--- config.mk ---
export PLATFORM = sky130hd
export DESIGN_NAME = rbt_ram_arb
export DESIGN_NICKNAME = d
export VERILOG_FILES = /design/src/rtl/rbt_pkg.sv /design/src/rtl/crc32_d32.sv /design/src/rtl/rbt_ram_arb.sv
export SDC_FILE = /design/constraint.sdc
export NUM_CORES = 1
export LEC_CHECK = 0
export ABC_AREA = 0
export CAP_MARGIN = 20
export CORE_AREA = 2 2 147 149
export DETAILED_ROUTE_END_ITERATION = 16
export DIE_AREA = 0 0 149 151
export GPL_TIMING_DRIVEN = 0
export MAX_ROUTING_LAYER = met4
export PLACE_DENSITY_LB_ADDON = 0.25
export SLEW_MARGIN = 0
export SYNTH_ARGS = -nofsm -noshare
export SYNTH_HDL_FRONTEND = slang
export SYNTH_SLANG_ARGS = --single-unit
--- constraint.sdc ---
create_clock -name clk -period 9.6 [get_ports clk]
set_clock_uncertainty 0.05 [all_clocks]
set_input_delay 0.96 -clock clk [delete_from_list [all_inputs] [get_ports clk]]
set_output_delay 0.96 -clock clk [all_outputs]
set_load 0.05 [all_outputs]
--- src/rtl/rbt_pkg.sv ---
// Shared definitions for the reboot-loader RAM arbiter: FSM state encoding,
// CRC32 constants and the RAM-select encoding.
package rbt_pkg;

  typedef enum logic [1:0] {
    ST_IDLE = 2'd0,
    ST_ACC  = 2'd1,
    ST_ACK  = 2'd2,
    ST_RBT  = 2'd3
  } rbt_state_e;

  localparam logic [31:0] CRC32_POLY = 32'hEDB88320;
  localparam logic [31:0] CRC32_INIT = 32'hFFFFFFFF;

  localparam logic RAM_IRAM = 1'b0;
  localparam logic RAM_DRAM = 1'b1;

endpackage

--- src/rtl/crc32_d32.sv ---
// Combinational CRC32 step over one 32-bit word (reflected form).
// Bytes are consumed LSB byte first, each byte LSB first, which in the
// reflected algorithm is simply data[0] .. data[31] in order.
// Ports:
//   crc_in  - accumulator before the word
//   data    - 32-bit word to fold in
//   crc_out - accumulator after the word
module crc32_d32
  import rbt_pkg::*;
(
  input  logic [31:0] crc_in,
  input  logic [31:0] data,
  output logic [31:0] crc_out
);

  always_comb begin
    logic [31:0] c;
    c = crc_in;
    for (int unsigned i = 0; i < 32; i++) begin
      c = c ^ {31'b0, data[i]};
      c = c[0] ? ((c >> 1) ^ CRC32_POLY) : (c >> 1);
    end
    crc_out = c;
  end

endmodule

--- src/rtl/rbt_ram_arb.sv ---
// Arbiter/sequencer granting the shared iram/dram either to the CPU data bus
// (Wishbone-classic, one access per IDLE->ACC->ACK pass) or to the I2C
// reboot loader (RBT). The CPU is held while the loader owns the RAMs, and a
// running CRC32 is kept over every accepted loader write.
// Ports:
//   clk, rst_n                 - clock, async active-low reset
//   cpu_*                      - CPU bus request / response, cpu_hold to the CPU
//   rbt_*                      - loader session, RAM access, grant, sticky drop flag
//   crc_clr, crc32             - CRC accumulator clear and result
//   iram_*/dram_*              - single-port synchronous RAM interfaces
module rbt_ram_arb
  import rbt_pkg::*;
#(
  parameter int unsigned AW = 16
) (
  input  logic          clk,
  input  logic          rst_n,
  input  logic          cpu_stb,
  input  logic          cpu_we,
  input  logic [AW:0]   cpu_adr,
  input  logic [3:0]    cpu_sel,
  input  logic [31:0]   cpu_dat_wr,
  output logic [31:0]   cpu_dat_rd,
  output logic          cpu_ack,
  output logic          cpu_hold,
  input  logic          rbt_enable,
  input  logic          rbt_ram_sel,
  input  logic          rbt_ram_wr,
  input  logic [AW-1:0] rbt_ram_addr,
  input  logic [31:0]   rbt_ram_dat_wr,
  output logic [31:0]   rbt_ram_dat_rd,
  output logic          rbt_grant,
  output logic          rbt_wr_drop,
  input  logic          crc_clr,
  output logic [31:0]   crc32,
  output logic          iram_en,
  output logic          iram_we,
  output logic [3:0]    iram_be,
  output logic [AW-1:0] iram_addr,
  output logic [31:0]   iram_wdat,
  input  logic [31:0]   iram_rdat,
  output logic          dram_en,
  output logic          dram_we,
  output logic [3:0]    dram_be,
  output logic [AW-1:0] dram_addr,
  output logic [31:0]   dram_wdat,
  input  logic [31:0]   dram_rdat
);

  rbt_state_e    state_q, state_d;
  logic          cap_sel_q, cap_sel_d;
  logic          cap_we_q, cap_we_d;
  logic [3:0]    cap_be_q, cap_be_d;
  logic [AW-1:0] cap_addr_q, cap_addr_d;
  logic [31:0]   cap_wdat_q, cap_wdat_d;
  logic          rd_sel_q;
  logic          wr_drop_q, wr_drop_d;
  logic [31:0]   crc_q, crc_d;
  logic [31:0]   crc_step;
  logic          rbt_wr_ok;

  assign rbt_wr_ok = (state_q == ST_RBT) && rbt_ram_wr;

  crc32_d32 u_crc (
    .crc_in  (crc_q),
    .data    (rbt_ram_dat_wr),
    .crc_out (crc_step)
  );

  always_ff @(posedge clk or negedge rst_n) begin
    if (!rst_n) begin
      state_q    <= ST_IDLE;
      cap_sel_q  <= RAM_IRAM;
      cap_we_q   <= 1'b0;
      cap_be_q   <= '0;
      cap_addr_q <= '0;
      cap_wdat_q <= '0;
      rd_sel_q   <= RAM_IRAM;
      wr_drop_q  <= 1'b0;
      crc_q      <= CRC32_INIT;
    end else begin
      state_q    <= state_d;
      cap_sel_q  <= cap_sel_d;
      cap_we_q   <= cap_we_d;
      cap_be_q   <= cap_be_d;
      cap_addr_q <= cap_addr_d;
      cap_wdat_q <= cap_wdat_d;
      rd_sel_q   <= rbt_ram_sel;
      wr_drop_q  <= wr_drop_d;
      crc_q      <= crc_d;
    end
  end

  // Next state, CPU capture, drop flag and CRC accumulator.
  always_comb begin
    state_d    = state_q;
    cap_sel_d  = cap_sel_q;
    cap_we_d   = cap_we_q;
    cap_be_d   = cap_be_q;
    cap_addr_d = cap_addr_q;
    cap_wdat_d = cap_wdat_q;
    wr_drop_d  = wr_drop_q | (rbt_ram_wr && (state_q != ST_RBT));
    crc_d      = crc_q;

    if (crc_clr) begin
      crc_d = CRC32_INIT;
    end else if (rbt_wr_ok) begin
      crc_d = crc_step;
    end

    unique case (state_q)
      ST_IDLE: begin
        if (rbt_enable) begin
          state_d = ST_RBT;
        end else if (cpu_stb) begin
          state_d    = ST_ACC;
          cap_sel_d  = cpu_adr[AW];
          cap_we_d   = cpu_we;
          cap_be_d   = cpu_sel;
          cap_addr_d = cpu_adr[AW-1:0];
          cap_wdat_d = cpu_dat_wr;
        end
      end
      ST_ACC:  state_d = ST_ACK;
      ST_ACK:  state_d = ST_IDLE;
      ST_RBT: begin
        if (!rbt_enable) begin
          state_d = ST_IDLE;
        end
      end
      default: state_d = ST_IDLE;
    endcase
  end

  // RAM ports and bus outputs.
  always_comb begin
    iram_en   = 1'b0;
    iram_we   = 1'b0;
    iram_be   = '0;
    iram_addr = '0;
    iram_wdat = '0;
    dram_en   = 1'b0;
    dram_we   = 1'b0;
    dram_be   = '0;
    dram_addr = '0;
    dram_wdat = '0;
    cpu_ack    = 1'b0;
    cpu_dat_rd = '0;
    rbt_grant  = 1'b0;

    unique case (state_q)
      ST_ACC: begin
        if (cap_sel_q == RAM_DRAM) begin
          dram_en   = 1'b1;
          dram_we   = cap_we_q;
          dram_be   = cap_be_q;
          dram_addr = cap_addr_q;
          dram_wdat = cap_wdat_q;
        end else begin
          iram_en   = 1'b1;
          iram_we   = cap_we_q;
          iram_be   = cap_be_q;
          iram_addr = cap_addr_q;
          iram_wdat = cap_wdat_q;
        end
      end
      ST_ACK: begin
        cpu_ack = 1'b1;
        if (!cap_we_q) begin
          cpu_dat_rd = (cap_sel_q == RAM_DRAM) ? dram_rdat : iram_rdat;
        end
      end
      ST_RBT: begin
        rbt_grant = 1'b1;
        if (rbt_ram_sel == RAM_DRAM) begin
          dram_en   = 1'b1;
          dram_we   = rbt_ram_wr;
          dram_be   = 4'hF;
          dram_addr = rbt_ram_addr;
          dram_wdat = rbt_ram_dat_wr;
        end else begin
          iram_en   = 1'b1;
          iram_we   = rbt_ram_wr;
          iram_be   = 4'hF;
          iram_addr = rbt_ram_addr;
          iram_wdat = rbt_ram_dat_wr;
        end
      end
      default: ;
    endcase
  end

  // Hold asserts as soon as the loader asks, even while a CPU access drains.
  assign cpu_hold       = (state_q == ST_RBT) || rbt_enable;
  assign rbt_ram_dat_rd = (rd_sel_q == RAM_DRAM) ? dram_rdat : iram_rdat;
  assign rbt_wr_drop    = wr_drop_q;
  assign crc32          = ~crc_q;

endmodule

==> impl_metrics.yaml, run 1 <==
yosys:
  synth_enable_flop_cells: 0
  synth_fp_nets: 947
  synth_ff_type: "dfrtp_1"
  synthArstFlopShare: 1.00
  synth.ff_latch_count: 90
  ys_seq_area_frac: 0.268
  netlist_instances: 774
  synth_area_per_cell_um2: 11.1
  ys_warn_count: 0
  synth_area_mm2: 0.00857
  synth.distinct_cells: 41
critical_path:
  cpLargestDelayFamily: "XOR/XNOR gates"
  cp_max_fo: 5
  cp-start-kind: "input pin"
  slowest_delay_ns: 0.78
  crit_required_ns: 9.83
  crit_buf_inv: 1
  cp_slowest_cell: "xnor2_1"
  path_cells: "clkdlybuf4s50_1, xnor2_1, xnor2_1, xnor3_1, xnor2_2, xnor2_2, xnor3_2, xor2_1, xnor3_1, a21oi_1"
  endpoint_kind: "register"
  arrival_ns: 5.42
  crit_type: "input pin to register"
floorplanning:
  fp.dieW_um: 149
  dieHeight_um: 151
  core-area_mm2: 0.0208
  rows: 53
  dieArea_mm2: 0.0225
  start_util: 0.411
  ios: 381
detailed_routing:
  drt-pass1-iter-count: 5
  vias_per_cell: 5.44
  drt_iter0_drc: 580
  wl_mm: 36.1
  routedWlPerCell_um: 24.9
  dr_total_vias: 7879
  ant_nets: 0
  drc_errors: 0
timing:
  slew_violations: 0
  rsz0062_at_grt: "false"
  slew_headroom: 0.376
  tightest_slew_ns: 0.930
  final-hold-violation-count: 0
  fin_hold_ws_ns: 0.411
  setup_viol: 0
  setup_tns_ns: 0
  fmax_mhz: 193
  period_needed_ns: 5.19
  fin_crit_sh: 0.540
clock_network:
  path_clk_slew_ns: 0.07
  clock_sinks: 90
  ctsResizeCount: 0
  cts_tree: "built"
  cts_htree_levels: 3
  cts_hold_buf: 0
  cts_buffers: 9
  clock_latency_ns: 0.35
  clock_path_buffers: 2
  root_buffer: "clkbuf_16"
  post_cts_buffers: 0
global_routing:
  grt_usage: 0.326
  overflow: 0
  grt_pass1_wl_mm: 51.9
  antenna_found_initial: 1
  grt_max_degree: 48
  grt_pass1_vias: 7970
job:
  drv_cap: 0
placement:
  detailed_place_hpwl_mm: 30.0
  io_buffers: 379
  place.gp.congestion: 0.964
  dpl_cell_area_mm2: 0.0127
min_path:
  hp-class: "register to register"
layout:
  drive_gt1_frac: 0.138
  nNetsFinal: 1339
  syn2layout_area_growth_pct: 52.3
  fin_area_mm2: 0.0130
run_status:
  status: "complete, no violations"
==> cells in the mapped netlist, types with 2 or more instances <==
cell | instances | area (um^2)
xnor2_1 | 144 | 1260
a22o_1 | 97 | 850
mux2_2 | 86 | 968
dfrtp_1 | 58 | 1450
clkbuf_1 | 44 | 165
nor2_1 | 38 | 143
xnor3_1 | 38 | 856
xor2_1 | 38 | 333
inv_1 | 34 | 128
dfstp_2 | 32 | 841
mux2i_1 | 32 | 320
nand2_1 | 21 | 78.8
xnor2_2 | 15 | 244
o211ai_1 | 14 | 105
a21oi_1 | 11 | 55.1
nor3_1 | 11 | 55.1
a21o_1 | 9 | 67.6
xor3_1 | 8 | 190
and3_1 | 6 | 37.5
buf_1 | 6 | 22.5
xnor2_4 | 4 | 110
a311oi_1 | 3 | 26.3
nor4_1 | 3 | 18.8
a211o_1 | 2 | 17.5
nand2b_1 | 2 | 12.5
or2_2 | 2 | 12.5
xnor3_2 | 2 | 47.6
==> flip-flops by register name, summed over array words and instances, names as in the netlist <==
register,count
rbt_wr_drop,1
cap_sel_q,1
state_q,2
cap_be_q,4
cap_addr_q,16
cap_we_q,1
rd_sel_q,1
cap_wdat_q,32
crc_q,32
==> worst paths after layout <==
check	endpoint	slack (ns)	start	cells after the start
max	crc_q[18]	4.41	rbt_ram_dat_wr[0]	10
min	rbt_wr_drop	0.41	rbt_wr_drop	1
max reg2reg	crc_q[20]	5.14	crc_q[2]	9
min reg2reg	rbt_wr_drop	0.41	rbt_wr_drop	1
max in group asynchronous	crc_q[29]	8.21	rst_n	2
min in group asynchronous	cap_wdat_q[13]	0.56	rst_n	1
==> cells in the final DEF, fill, tap and decap left out, types with 3 or more instances in the layout <==
| cell | synthesis | final |
|---|---|---|
| mux2i_1 | 32 | 32 |
| a311oi_1 | 3 | 3 |
| and3_1 | 6 | 6 |
| a21oi_1 | 11 | 11 |
| nand2_1 | 21 | 21 |
| xnor2_1 | 144 | 144 |
| clkbuf_1 | 44 | 44 |
| xor3_1 | 8 | 8 |
| dfrtp_1 | 58 | 58 |
| a22o_1 | 97 | 97 |
| o211ai_1 | 14 | 14 |
| dfstp_2 | 32 | 32 |
| nor3_1 | 11 | 11 |
| inv_1 | 34 | 34 |
| xnor3_1 | 38 | 38 |
| xnor2_2 | 15 | 15 |
| mux2_2 | 86 | 86 |
| xnor2_4 | 4 | 4 |
| clkbuf_16 | 0 | 9 |
| nor4_1 | 3 | 3 |
| a21o_1 | 9 | 9 |
| buf_1 | 6 | 6 |
| xor2_1 | 38 | 38 |
| clkdlybuf4s50_1 | 0 | 378 |
| nor2_1 | 38 | 38 |
==> per-stage QoR <==
stage          utilization  cells  setup WS [ns]
3_5_place_dp         0.611   1429           4.09
3_3_place_gp         0.610   1428           4.03
2_1_floorplan            -    774           5.31
6_report             0.626   1448           4.41
4_1_cts              0.626   1445           4.43
5_1_grt              0.626   1447           4.27
==> per-layer routing <==
metal,track usage,wire (um),up-vias
li1,-,-,3528
met3,0.0687,2300,67
met4,0.109,1160,0
met2,0.525,17900,313
met1,0.411,14800,3971
met5,-,0,-
==> cells by family (layout without fill, tap and decap cells) <==
group	count (synthesis)	count (layout)	share of synthesized area
buffers and inverters	85	482	0.0372
and+or+nand+nor	88	88	0.0459
adders and majority gates	1	1	0.00117
AOI/OAI and AO/OA	140	140	0.135
xor gates and xnor gates	252	252	0.363
muxes	118	118	0.150
DFF	90	90	0.268
other	0	2	0
==> area by class of cell <==
type	instances	area, um^2
Multi-Input combinational cell	599	5950
Timing Repair Buffer	381	3820
Inverter	35	131
Fill cell	1778	7780
Sequential cell	90	2290
Buffer	50	188
Clock buffer	11	253
Tap cell	275	344
Clock inverter	5	52.6
Antenna cell	2	5.00
Power of run 1 is left out: the tool's default activity adds up to more than one toggle a clock period on the data nets, which glitch-free logic cannot reach.
==> run 2: changes to the inputs <==
--- a/config.mk
+++ b/config.mk
@@ -7,9 +7,8 @@
 export LEC_CHECK = 0
 export ABC_AREA = 0
 export CAP_MARGIN = 20
-export CORE_AREA = 2 2 147 149
+export CORE_UTILIZATION = 39
 export DETAILED_ROUTE_END_ITERATION = 16
-export DIE_AREA = 0 0 149 151
 export GPL_TIMING_DRIVEN = 0
 export MAX_ROUTING_LAYER = met4
 export PLACE_DENSITY_LB_ADDON = 0.25
==> constraint.sdc (replaced) <==
create_clock -name clk -period 4.59 [get_ports clk]
set_clock_uncertainty 0.05 [all_clocks]
set_input_delay 0.459 -clock clk [delete_from_list [all_inputs] [get_ports clk]]
set_output_delay 0.459 -clock clk [all_outputs]
set_load 0.05 [all_outputs]
==> impl_metrics.yaml, run 2 (synthesis gave the netlist of run 1 again) <==
run_status:
  status: "complete, no violations"
timing:
  finalWorstSetupSlack_ns: 0.169
  slew_violations: 0
  tightest_slew_ns: 0.800
  fin_crit_sh: 0.963
  final-hold-violation-count: 0
  slew_headroom: 0.467
  period_needed_ns: 4.42
  setup_viol: 0
  fmax_mhz: 226
layout:
  nNetsFinal: 1339
  largestRegisters: "cap_wdat_q x32, crc_q x32, cap_addr_q x16"
  layout_commonest_cell: "clkdlybuf4s50_1"
  drive_gt1_frac: 0.145
  most-common-layout-cells: "clkdlybuf4s50_1 (378), xnor2_1 (137), a22o_1 (97)"
  syn2layout_area_growth_pct: 53.7
  fin_area_mm2: 0.0132
  fillers: 1785
global_routing:
  grt_pass1_vias: 7854
  grt_max_degree: 51
  grt_usage: 0.330
  overflow: 0
  grt_pass1_wl_mm: 51.4
  antenna_found_initial: 3
critical_path:
  crit_type: "input pin to register"
  cp_slowest_cell: "clkdlybuf4s50_1"
  cp-start-kind: "input pin"
  cpLargestDelayFamily: "XOR/XNOR gates"
  arrival_ns: 4.65
  crit_required_ns: 4.82
  path_cells: "clkdlybuf4s50_1, xnor2_2, xnor3_2, xor3_2, xor3_1, xnor2_4, xnor3_2, xor2_1, xnor3_1, a21oi_1"
  r2r_start: "crc_q[2]"
  r2r_cells: 9
  critPathMostFrequentCell: "xnor3_2"
  cp_max_fo: 6
  slowest_delay_ns: 0.61
  reg2reg_to: "crc_q[18]"
  crit_buf_inv: 1
  rrSetupSlack_ns: 0.23
  endpoint_kind: "register"
placement:
  place.gp.congestion: 0.946
  io_buffers: 379
  detailed_place_hpwl_mm: 30.2
  dpl_worst_slack_ns: -0.460
  dpl_cell_area_mm2: 0.0127
detailed_routing:
  drt-pass1-iter-count: 5
  ant_nets: 0
  drt_iter0_drc: 516
  drc_errors: 0
  routedWlPerCell_um: 25.0
  wl_mm: 36.3
  dr_total_vias: 7802
  vias_per_cell: 5.38
job:
  drv_cap: 0
min_path:
  hp-class: "input pin to asynchronous set/reset pin"
floorplanning:
  dieHeight_um: 150
  start_util: 0.402
  ios: 381
  core-area_mm2: 0.0213
  rows: 53
  fp.dieW_um: 150
  dieArea_mm2: 0.0226
clock_network:
  path_clk_slew_ns: 0.07
  clock_path_buffers: 2
  clock_latency_ns: 0.35
  cts_tree: "built"
  cts_hold_buf: 0
  cts_buffers: 9
  cts_htree_levels: 3
  root_buffer: "clkbuf_16"
  clock_sinks: 90
-- run 2: routing by layer --
metal	up-vias	routed length (um)	global-route usage
met4	0	1290	0.129
li1	3525	-	-
met5	-	0	-
met2	322	17400	0.510
met3	69	3300	0.0921
met1	3886	14300	0.409
-- run 2: how the worst max path moves through the flow --
| stage | slack (ns) | startpoint | end | cells after the start |
|---|---|---|---|---|
| final | 0.17 | rbt_ram_dat_wr[2] | crc_q[18] | 10 |
| after global placement | -0.54 | rst_n | cap_wdat_q[24] | 1 |
| after detailed placement | -0.46 | rbt_ram_dat_wr[2] | crc_q[26] | 10 |
| after global routing | -0.008 | rbt_ram_dat_wr[1] | crc_q[26] | 10 |
| after floorplan | 0.69 | crc_q[2] | crc_q[26] | 9 |
| after CTS | 0.02 | rbt_ram_dat_wr[0] | crc_q[18] | 10 |
-- run 2: final cells by class --
type | count | area (um^2) | share of cell area
repair buffers | 381 | 3820 | 0.291
inverters | 35 | 131 | 0.00998
multi-input cells | 599 | 6070 | 0.461
diodes | 3 | 7.51 | 0.000570
well taps | 275 | 344 | 0.0261
flip-flops and latches | 90 | 2290 | 0.174
clock inverters | 4 | 51.3 | 0.00390
plain buffers | 50 | 188 | 0.0143
clock buffers | 12 | 256 | 0.0195
-- run 2: per-stage QoR --
step | cells | hold WS (ns) | TNS [ns] | utilization
floorplan | 774 | 0.113 | 0 | -
global placement | 1428 | 0.391 | -32.53 | 0.597
detailed placement | 1430 | 0.393 | -3.18 | 0.598
CTS | 1446 | 0.0512 | 0 | 0.614
global route | 1449 | 0.0836 | -0.00840 | 0.618
finish | 1449 | 0.0361 | 0 | 0.618
-- run 2: what timing repair did --
item                       CTS  global route
setup endpoints to repair    2             4
gates resized for setup      2            11
buffers inserted             0             0
Power of run 2 is left out for the same reason.
==> run 3: changes to the inputs <==
--- a/config.mk
+++ b/config.mk
@@ -7,8 +7,9 @@
 export LEC_CHECK = 0
 export ABC_AREA = 0
 export CAP_MARGIN = 20
-export CORE_UTILIZATION = 39
+export CORE_AREA = 2 2 147 149
 export DETAILED_ROUTE_END_ITERATION = 16
+export DIE_AREA = 0 0 149 151
 export GPL_TIMING_DRIVEN = 0
 export MAX_ROUTING_LAYER = met4
 export PLACE_DENSITY_LB_ADDON = 0.25
==> constraint.sdc (replaced) <==
create_clock -name clk -period 5.1 [get_ports clk]
set_clock_uncertainty 0.05 [all_clocks]
set_input_delay 0.51 -clock clk [delete_from_list [all_inputs] [get_ports clk]]
set_output_delay 0.51 -clock clk [all_outputs]
set_load 0.05 [all_outputs]
==> results of run 3 <==
The final DEF is identical to that of run 1. Status: complete, no violations.
Main changes from that run: setup slack after placement 4.09 ns -> 0.0367 ns; setup slack after layout 4.41 ns -> 0.362 ns; hold slack 0.411 ns -> 0.107 ns; register-to-register setup slack 5.14 ns -> 0.64 ns
Power of run 3 is left out for the same reason.
